===== config.mk =====
export PLATFORM = sky130hd
export DESIGN_NAME = instr_encoder
export DESIGN_NICKNAME = d
export VERILOG_FILES = /design/src/rtl/instr_encoder_pkg.sv /design/src/rtl/instr_pack.sv /design/src/rtl/instr_encoder.sv
export SDC_FILE = /design/constraint.sdc
export NUM_CORES = 1
export LEC_CHECK = 0
export CORE_AREA = 10 10 116 118
export DETAILED_ROUTE_END_ITERATION = 8
export DIE_AREA = 0 0 126 128
export PLACE_DENSITY = 0.85
export SYNTH_ARGS = -nofsm -noshare
export SYNTH_HDL_FRONTEND = slang
export SYNTH_SLANG_ARGS = --single-unit

===== constraint.sdc =====
create_clock -name clk -period 2.5 [get_ports clk]
set_input_delay 0.25 -clock clk [delete_from_list [all_inputs] [get_ports clk]]
set_output_delay 0.25 -clock clk [all_outputs]
set_load 0.01 [all_outputs]

===== src/rtl/instr_encoder_pkg.sv =====
// Shared types and constants for the RV32I instruction encoder / program loader.
// Range constants are consumed only when INSTR_ENCODER_RANGE_CHECK_EN is defined.
package instr_encoder_pkg;

    localparam int unsigned INSTR_W = 32;
    localparam int unsigned REG_W   = 5;
    localparam int unsigned F3_W    = 3;
    localparam int unsigned F7_W    = 7;
    localparam int unsigned OPC_W   = 7;
    localparam int unsigned TYPE_W  = 3;

    localparam logic [OPC_W-1:0] OPC_R      = 7'b0110011;
    localparam logic [OPC_W-1:0] OPC_I      = 7'b0010011;
    localparam logic [OPC_W-1:0] OPC_LOAD   = 7'b0000011;
    localparam logic [OPC_W-1:0] OPC_STORE  = 7'b0100011;
    localparam logic [OPC_W-1:0] OPC_BRANCH = 7'b1100011;
    localparam logic [OPC_W-1:0] OPC_JAL    = 7'b1101111;
    localparam logic [OPC_W-1:0] OPC_JALR   = 7'b1100111;

    typedef enum logic [TYPE_W-1:0] {
        IT_R       = 3'd0,
        IT_I       = 3'd1,
        IT_LOAD    = 3'd2,
        IT_STORE   = 3'd3,
        IT_BRANCH  = 3'd4,
        IT_JAL     = 3'd5,
        IT_JALR    = 3'd6,
        IT_ILLEGAL = 3'd7
    } instr_type_e;

    typedef enum logic [1:0] {
        ST_IDLE  = 2'd0,
        ST_ENC   = 2'd1,
        ST_WRITE = 2'd2
    } state_e;

    // Legal signed immediate ranges per format
    localparam int IMM12_MIN = -2048;
    localparam int IMM12_MAX = 2047;
    localparam int SHAMT_MIN = 0;
    localparam int SHAMT_MAX = 31;
    localparam int IMM_B_MIN = -4096;
    localparam int IMM_B_MAX = 4094;
    localparam int IMM_J_MIN = -1048576;
    localparam int IMM_J_MAX = 1048574;

    typedef struct packed {
        instr_type_e         itype;
        logic [REG_W-1:0]    rd;
        logic [REG_W-1:0]    rs1;
        logic [REG_W-1:0]    rs2;
        logic [F3_W-1:0]     funct3;
        logic [F7_W-1:0]     funct7;
        logic [INSTR_W-1:0]  imm;
    } cmd_t;

    // I-type funct3 values that carry a shift amount instead of imm[11:0]
    function automatic logic is_shift_f3(input logic [F3_W-1:0] f3);
        return (f3 == 3'b001) || (f3 == 3'b101);
    endfunction

endpackage


===== src/rtl/instr_pack.sv =====
// Combinational RV32I packer: command fields -> 32-bit instruction word plus reject flag.
// INSTR_ENCODER_RANGE_CHECK_EN adds immediate range/alignment rejection.
module instr_pack
    import instr_encoder_pkg::*;
(
    input  cmd_t               cmd,
    output logic [INSTR_W-1:0] word_c,
    output logic               err_c
);

    logic [INSTR_W-1:0] imm;
    logic               shift_op;
    logic               type_err;
    logic               range_err;
    logic               unused_imm_hi;

    assign imm           = cmd.imm;
    assign shift_op      = is_shift_f3(cmd.funct3);
    assign unused_imm_hi = ^imm[31:21];

    // Standard RV32I field placement per format
    always_comb begin
        word_c   = '0;
        type_err = 1'b0;
        unique case (cmd.itype)
            IT_R:      word_c = {cmd.funct7, cmd.rs2, cmd.rs1, cmd.funct3, cmd.rd, OPC_R};
            IT_I: begin
                if (shift_op) begin
                    word_c = {cmd.funct7, imm[4:0], cmd.rs1, cmd.funct3, cmd.rd, OPC_I};
                end else begin
                    word_c = {imm[11:0], cmd.rs1, cmd.funct3, cmd.rd, OPC_I};
                end
            end
            IT_LOAD:   word_c = {imm[11:0], cmd.rs1, cmd.funct3, cmd.rd, OPC_LOAD};
            IT_STORE:  word_c = {imm[11:5], cmd.rs2, cmd.rs1, cmd.funct3, imm[4:0], OPC_STORE};
            IT_BRANCH: word_c = {imm[12], imm[10:5], cmd.rs2, cmd.rs1, cmd.funct3,
                                 imm[4:1], imm[11], OPC_BRANCH};
            IT_JAL:    word_c = {imm[20], imm[10:1], imm[11], imm[19:12], cmd.rd, OPC_JAL};
            IT_JALR:   word_c = {imm[11:0], cmd.rs1, 3'b000, cmd.rd, OPC_JALR};
            default:   type_err = 1'b1;
        endcase
    end

`ifdef INSTR_ENCODER_RANGE_CHECK_EN
    logic signed [INSTR_W-1:0] simm;
    assign simm = $signed(imm);

    // Reject immediates that would not survive truncation into their field
    always_comb begin
        range_err = 1'b0;
        unique case (cmd.itype)
            IT_I: begin
                if (shift_op) begin
                    range_err = (simm < SHAMT_MIN) || (simm > SHAMT_MAX);
                end else begin
                    range_err = (simm < IMM12_MIN) || (simm > IMM12_MAX);
                end
            end
            IT_LOAD, IT_STORE, IT_JALR:
                range_err = (simm < IMM12_MIN) || (simm > IMM12_MAX);
            IT_BRANCH:
                range_err = (simm < IMM_B_MIN) || (simm > IMM_B_MAX) || imm[0];
            IT_JAL:
                range_err = (simm < IMM_J_MIN) || (simm > IMM_J_MAX) || imm[0];
            default:
                range_err = 1'b0;
        endcase
    end
`else
    assign range_err = 1'b0;
`endif

    assign err_c = type_err | range_err;

endmodule


===== src/rtl/instr_encoder.sv =====
// RV32I instruction encoder / program loader: accepts commands, packs them, writes to imem.
// Optional INSTR_ENCODER_RANGE_CHECK_EN enables immediate range errors in instr_pack.
module instr_encoder
    import instr_encoder_pkg::*;
#(
    parameter int unsigned ADDR_WIDTH = 8
) (
    input  logic                  clk,
    input  logic                  rstn,
    input  logic                  load_addr,
    input  logic [ADDR_WIDTH-1:0] start_addr,
    input  logic                  in_valid,
    output logic                  in_ready,
    input  logic [TYPE_W-1:0]     in_type,
    input  logic [REG_W-1:0]      in_rd,
    input  logic [REG_W-1:0]      in_rs1,
    input  logic [REG_W-1:0]      in_rs2,
    input  logic [F3_W-1:0]       in_funct3,
    input  logic [F7_W-1:0]       in_funct7,
    input  logic [INSTR_W-1:0]    in_imm,
    output logic                  mem_we,
    output logic [ADDR_WIDTH-1:0] mem_addr,
    output logic [INSTR_W-1:0]    mem_wdata,
    input  logic                  mem_ready,
    output logic                  err,
    output logic                  full,
    output logic [ADDR_WIDTH-1:0] wr_ptr
);

    state_e                state;
    state_e                state_d;
    cmd_t                  cmd_q;
    cmd_t                  cmd_d;
    cmd_t                  in_cmd;
    cmd_t                  pack_cmd;
    logic [INSTR_W-1:0]    pack_word;
    logic                  pack_err;
    logic                  err_d;
    logic                  mem_we_d;
    logic                  full_d;
    logic [ADDR_WIDTH-1:0] mem_addr_d;
    logic [ADDR_WIDTH-1:0] wr_ptr_d;
    logic [INSTR_W-1:0]    mem_wdata_d;

    assign in_cmd.itype  = instr_type_e'(in_type);
    assign in_cmd.rd     = in_rd;
    assign in_cmd.rs1    = in_rs1;
    assign in_cmd.rs2    = in_rs2;
    assign in_cmd.funct3 = in_funct3;
    assign in_cmd.funct7 = in_funct7;
    assign in_cmd.imm    = in_imm;

    // In IDLE the packer sees the live command so err can be registered at acceptance
    assign pack_cmd = (state == ST_IDLE) ? in_cmd : cmd_q;

    instr_pack u_pack (
        .cmd    (pack_cmd),
        .word_c (pack_word),
        .err_c  (pack_err)
    );

    assign in_ready = (state == ST_IDLE) && !full && !load_addr;

    always_comb begin
        state_d     = state;
        cmd_d       = cmd_q;
        err_d       = 1'b0;
        mem_we_d    = mem_we;
        mem_addr_d  = mem_addr;
        mem_wdata_d = mem_wdata;
        full_d      = full;
        wr_ptr_d    = wr_ptr;
        unique case (state)
            ST_IDLE: begin
                if (load_addr) begin
                    wr_ptr_d = start_addr;
                    full_d   = 1'b0;
                end else if (in_valid && !full) begin
                    cmd_d   = in_cmd;
                    err_d   = pack_err;
                    state_d = ST_ENC;
                end
            end
            ST_ENC: begin
                if (err) begin
                    state_d = ST_IDLE;
                end else begin
                    mem_wdata_d = pack_word;
                    mem_addr_d  = wr_ptr;
                    mem_we_d    = 1'b1;
                    state_d     = ST_WRITE;
                end
            end
            ST_WRITE: begin
                // Pointer saturates at the top address instead of wrapping
                if (mem_ready) begin
                    mem_we_d = 1'b0;
                    state_d  = ST_IDLE;
                    if (&wr_ptr) begin
                        full_d = 1'b1;
                    end else begin
                        wr_ptr_d = wr_ptr + ADDR_WIDTH'(1);
                    end
                end
            end
            default: state_d = ST_IDLE;
        endcase
    end

    always_ff @(posedge clk or negedge rstn) begin
        if (!rstn) begin
            state     <= ST_IDLE;
            cmd_q     <= cmd_t'('0);
            err       <= 1'b0;
            mem_we    <= 1'b0;
            mem_addr  <= '0;
            mem_wdata <= '0;
            full      <= 1'b0;
            wr_ptr    <= '0;
        end else begin
            state     <= state_d;
            cmd_q     <= cmd_d;
            err       <= err_d;
            mem_we    <= mem_we_d;
            mem_addr  <= mem_addr_d;
            mem_wdata <= mem_wdata_d;
            full      <= full_d;
            wr_ptr    <= wr_ptr_d;
        end
    end

endmodule


==> impl_metrics.toml <==
[layout]
layout.cell_area.non_filler_mm2 = 0.00728
fillerInstances = 907
diodes = 0
drive_gt1_frac = 0.173
layout.cells.non_filler = 825
syn_to_final_growth_pct = 29.9
final_nets = 751

[synth]
asyncSetResetFlopFracSynth = 1.00
syn_nets = 637
ys_warn_count = 0
synth_enable_flop_cells = 0
syn_avg_cell_area_um2 = 9.95
seq_area_frac_synth = 0.451
post_synth_instance_area_mm2 = 0.00560
post_synth_inst_count = 563
synth_commonest_cells = "101 x sky130_fd_sc_hd__dfrtp_1, 90 x sky130_fd_sc_hd__nand2_1, 55 x sky130_fd_sc_hd__mux2_2, 35 x sky130_fd_sc_hd__o21ai_0, 25 x sky130_fd_sc_hd__clkbuf_1"
post-synth-top-count-cell = "sky130_fd_sc_hd__dfrtp_1"
synth_top_area_share = 0.451
synth.lib_cells_used.distinct = 59
synth_ff_type = "sky130_fd_sc_hd__dfrtp_1"
yosysTopAreaCell = "sky130_fd_sc_hd__dfrtp_1"
top_area_cells_in_the_synthesized_netlist = "sky130_fd_sc_hd__dfrtp_1 45%, sky130_fd_sc_hd__mux2_2 11%, sky130_fd_sc_hd__nand2_1 6.0%, sky130_fd_sc_hd__mux2i_1 3.9%, sky130_fd_sc_hd__o21ai_0 3.1%"
postSynthRegisterBits = 101

[sta]
setup-tns-final_ps = 0
worst-slew-pin-transition_ps = 767
worst_slack_ps = 220
fin_crit_ps = 2280
report.final.slew_viol_count = 0
rsz_0062_raised_after_global_routing = "no"
final.setup_skew_ps = 5.01
setup_viol_count_final = 0
layout_worst_path_cycle_share = 0.912
timing.fmax_mhz = 439
hold_viol = 0
timing.hold.ws_ps = 361
timing.max_slew.rel_slack = 0.484

[critical_path]
r2r_setup_slack_ps = 220
cp_cell_sequence = "buf_4, or3b_1, a221oi_4, or3_1, o2111ai_2, o21ai_1"
critPathKind = "flop to flop"
worstPathRequired_ps = 2770
critPathArrivalTime_ps = 2550
start_kind = "flop"
r2r.worst_path.cells = 6
crit_path_largest_cell_delay_ps = 460
r2r_start = "state[1]"
critical_path.endpoint_type = "flop"
worst-path-max-fanout = 14
regToRegEndpoint = "mem_wdata[27]"
timing.critical_path.slowest_stage_cell = "sky130_fd_sc_hd__dfrtp_1"
critPathLaunch = "state[1]"

[clock_network]
cts_root_buf = "sky130_fd_sc_hd__clkbuf_16"
path_clk_slew_ps = 60
number_of_buffers_inserted_during_clock_tree_synthesis = 9
cts_tree = "yes"
cts.sink_count = 101
clock_latency_ps = 350
clock_tree.buffer_depth = 2
cts.htree.levels = 3

[placed_design]
hpwl_um = 11900
dpl.cell_count = 808
dp_worst_setup_slack_ps = 172
io_buffer_count = 113
finalWeightedCongestion = 0.901
placement.cell_area_mm2 = 0.00696

[global_routing]
grt_antenna_before_repair = 0
grt_max_degree = 54
grt_pass1_wl_um = 26600
grt_pass1_vias = 5144
grt-ovfl-total = 0
global_route.usage.total = 0.201

[detailed_routing]
drt_iter0_drc = 446
drtAntennaViolNets = 0
detailedRoute.firstPassIterationCount = 5
avgRoutedWirePerCell_um = 20.2
route.detailed.drc = 0
vias_cell = 6.18
dr_total_vias = 5101
totalWireLength_um = 16700

[power_and_ir_drop]
register_share_of_total_power = 0.380
power.internal_w = 0.00463
clkPwrFrac = 0.201
p_leak_nw = 3.02
comb_power_share = 0.419
peakVddDrop_mv = 0.622
power.switching_w = 0.00252
power_density_mw_per_mm2 = 983
swShare = 0.353

[die]
ios = 125
placeable_area_mm2 = 0.0112
die_area_mm2 = 0.0161
fp.dieW_um = 126
chipHeight_um = 128
start_util = 0.499
number_of_placement_rows = 39

[outcome]
outcome = "completed"

[run]
cap_violations = 0

[worst_hold_path]
min-delay-path-class = "input pin to async pin"
[cells by family (layout without fill, tap and decap cells)]
| kind of cell | Yosys count | in the layout | share of synthesized area |
|---|---|---|---|
| XOR/XNOR | 1 | 1 | 0.00156 |
| AND/OR/NAND/NOR | 184 | 184 | 0.163 |
| AO/OA/AOI/OAI | 151 | 151 | 0.192 |
| multiplexers | 78 | 78 | 0.152 |
| flip-flops | 101 | 101 | 0.451 |
| adder cells (fa/ha/maj) | 1 | 1 | 0.00223 |
| buffers and inverters | 47 | 166 | 0.0384 |
[power groups by stage]
stage | Combinational, W | Clock [W] | Sequential (W)
CTS | 0.00301 | 0.00145 | 0.00271
global route | 0.00324 | 0.00153 | 0.00279
finish | 0.00300 | 0.00144 | 0.00272
global placement | 0.00292 | 0 | 0.00270
detailed placement | 0.00299 | 0 | 0.00274
floorplan | 0.00151 | 0 | 0.00276
[per-layer routing]
metal,share of wire,track usage,vias to the layer above
li1,-,-,2315
met1,0.40,0.234,2519
met2,0.49,0.332,215
met3,0.071,0.0471,52
met4,0.038,0.117,0
met5,0,0,-
[cell usage in the layout, fill, tap and decap left out, types with 2 or more instances in the layout]
master                              n
sky130_fd_sc_hd__clkdlybuf4s50_1  111
sky130_fd_sc_hd__dfrtp_1          101
sky130_fd_sc_hd__nand2_1           90
sky130_fd_sc_hd__mux2_2            55
sky130_fd_sc_hd__o21ai_0           35
sky130_fd_sc_hd__buf_4             33
sky130_fd_sc_hd__mux2i_1           22
sky130_fd_sc_hd__nor2_1            20
sky130_fd_sc_hd__a21oi_1           20
sky130_fd_sc_hd__nor3b_1           17
sky130_fd_sc_hd__o211ai_1          12
sky130_fd_sc_hd__a31oi_1           11
sky130_fd_sc_hd__or3_1             11
sky130_fd_sc_hd__o221ai_1          10
sky130_fd_sc_hd__o21a_1             9
sky130_fd_sc_hd__clkbuf_16          9
sky130_fd_sc_hd__o31ai_1            8
sky130_fd_sc_hd__nand3_1            8
sky130_fd_sc_hd__nor2b_1            7
sky130_fd_sc_hd__o21ai_1            7
sky130_fd_sc_hd__o2111ai_2          6
sky130_fd_sc_hd__and3_1             6
sky130_fd_sc_hd__a22o_1             5
sky130_fd_sc_hd__a311oi_1           5
sky130_fd_sc_hd__o2111ai_1          4
sky130_fd_sc_hd__nand2b_1           4
sky130_fd_sc_hd__nor4_1             4
sky130_fd_sc_hd__inv_1              3
sky130_fd_sc_hd__a21boi_0           3
sky130_fd_sc_hd__nor4b_1            3
sky130_fd_sc_hd__o22ai_1            3
sky130_fd_sc_hd__a221o_1            2
sky130_fd_sc_hd__nand4_1            2
sky130_fd_sc_hd__clkbuf_1           2
sky130_fd_sc_hd__clkbuf_8           2
[what timing repair did]
action / 4_1_cts / 5_1_grt
hold endpoints to repair: 28 / 0
endpoints found under the setup margin: 0 / 1
buffers inserted: 0 / 0
gates resized for setup: 0 / 1
hold buffers: 1 / 0
[registers in the layout, summed over array words and instances, names as in the netlist]
register / cells
err: 1
cmd_q: 49
state: 2
mem_we: 1
full: 1
mem_wdata: 31
mem_addr: 8
wr_ptr: 8
[worst max-delay path, delay by kind of cell (launching register included)]
kind / cells / cell delay, ps
DFF: 1 / 460
buffers and inverters: 1 / 240
and+or+nand+nor: 2 / 850
AOI/OAI and AO/OA: 3 / 640
[through the flow]
step	utilization	total power, W
2_1_floorplan	-	0.00427
3_3_place_gp	0.620	0.00562
3_5_place_dp	0.620	0.00573
4_1_cts	0.648	0.00717
5_1_grt	0.648	0.00756
6_report	0.648	0.00715
[area by class of cell]
| cell class | instances | area (um^2) | area share |
|---|---|---|---|
| flip-flops and latches | 101 | 2530 | 0.347 |
| clock buffers | 13 | 260 | 0.0358 |
| well taps | 143 | 179 | 0.0246 |
| clock inverters | 3 | 43.8 | 0.00602 |
| multi-input cells | 415 | 2870 | 0.394 |
| inverters | 4 | 15.0 | 0.00206 |
| repair buffers | 146 | 1380 | 0.190 |
[worst max path at each step]
stage	slack, ps	to	cells after the start
6_report	220	mem_wdata[27]	6
5_1_grt	10	mem_wdata[20]	7
4_1_cts	50	in_ready	4
3_5_place_dp	170	mem_wdata[20]	8
3_3_place_gp	170	mem_wdata[20]	8
2_1_floorplan	560	mem_wdata[25]	7
(Power assumes the default switching activity.)
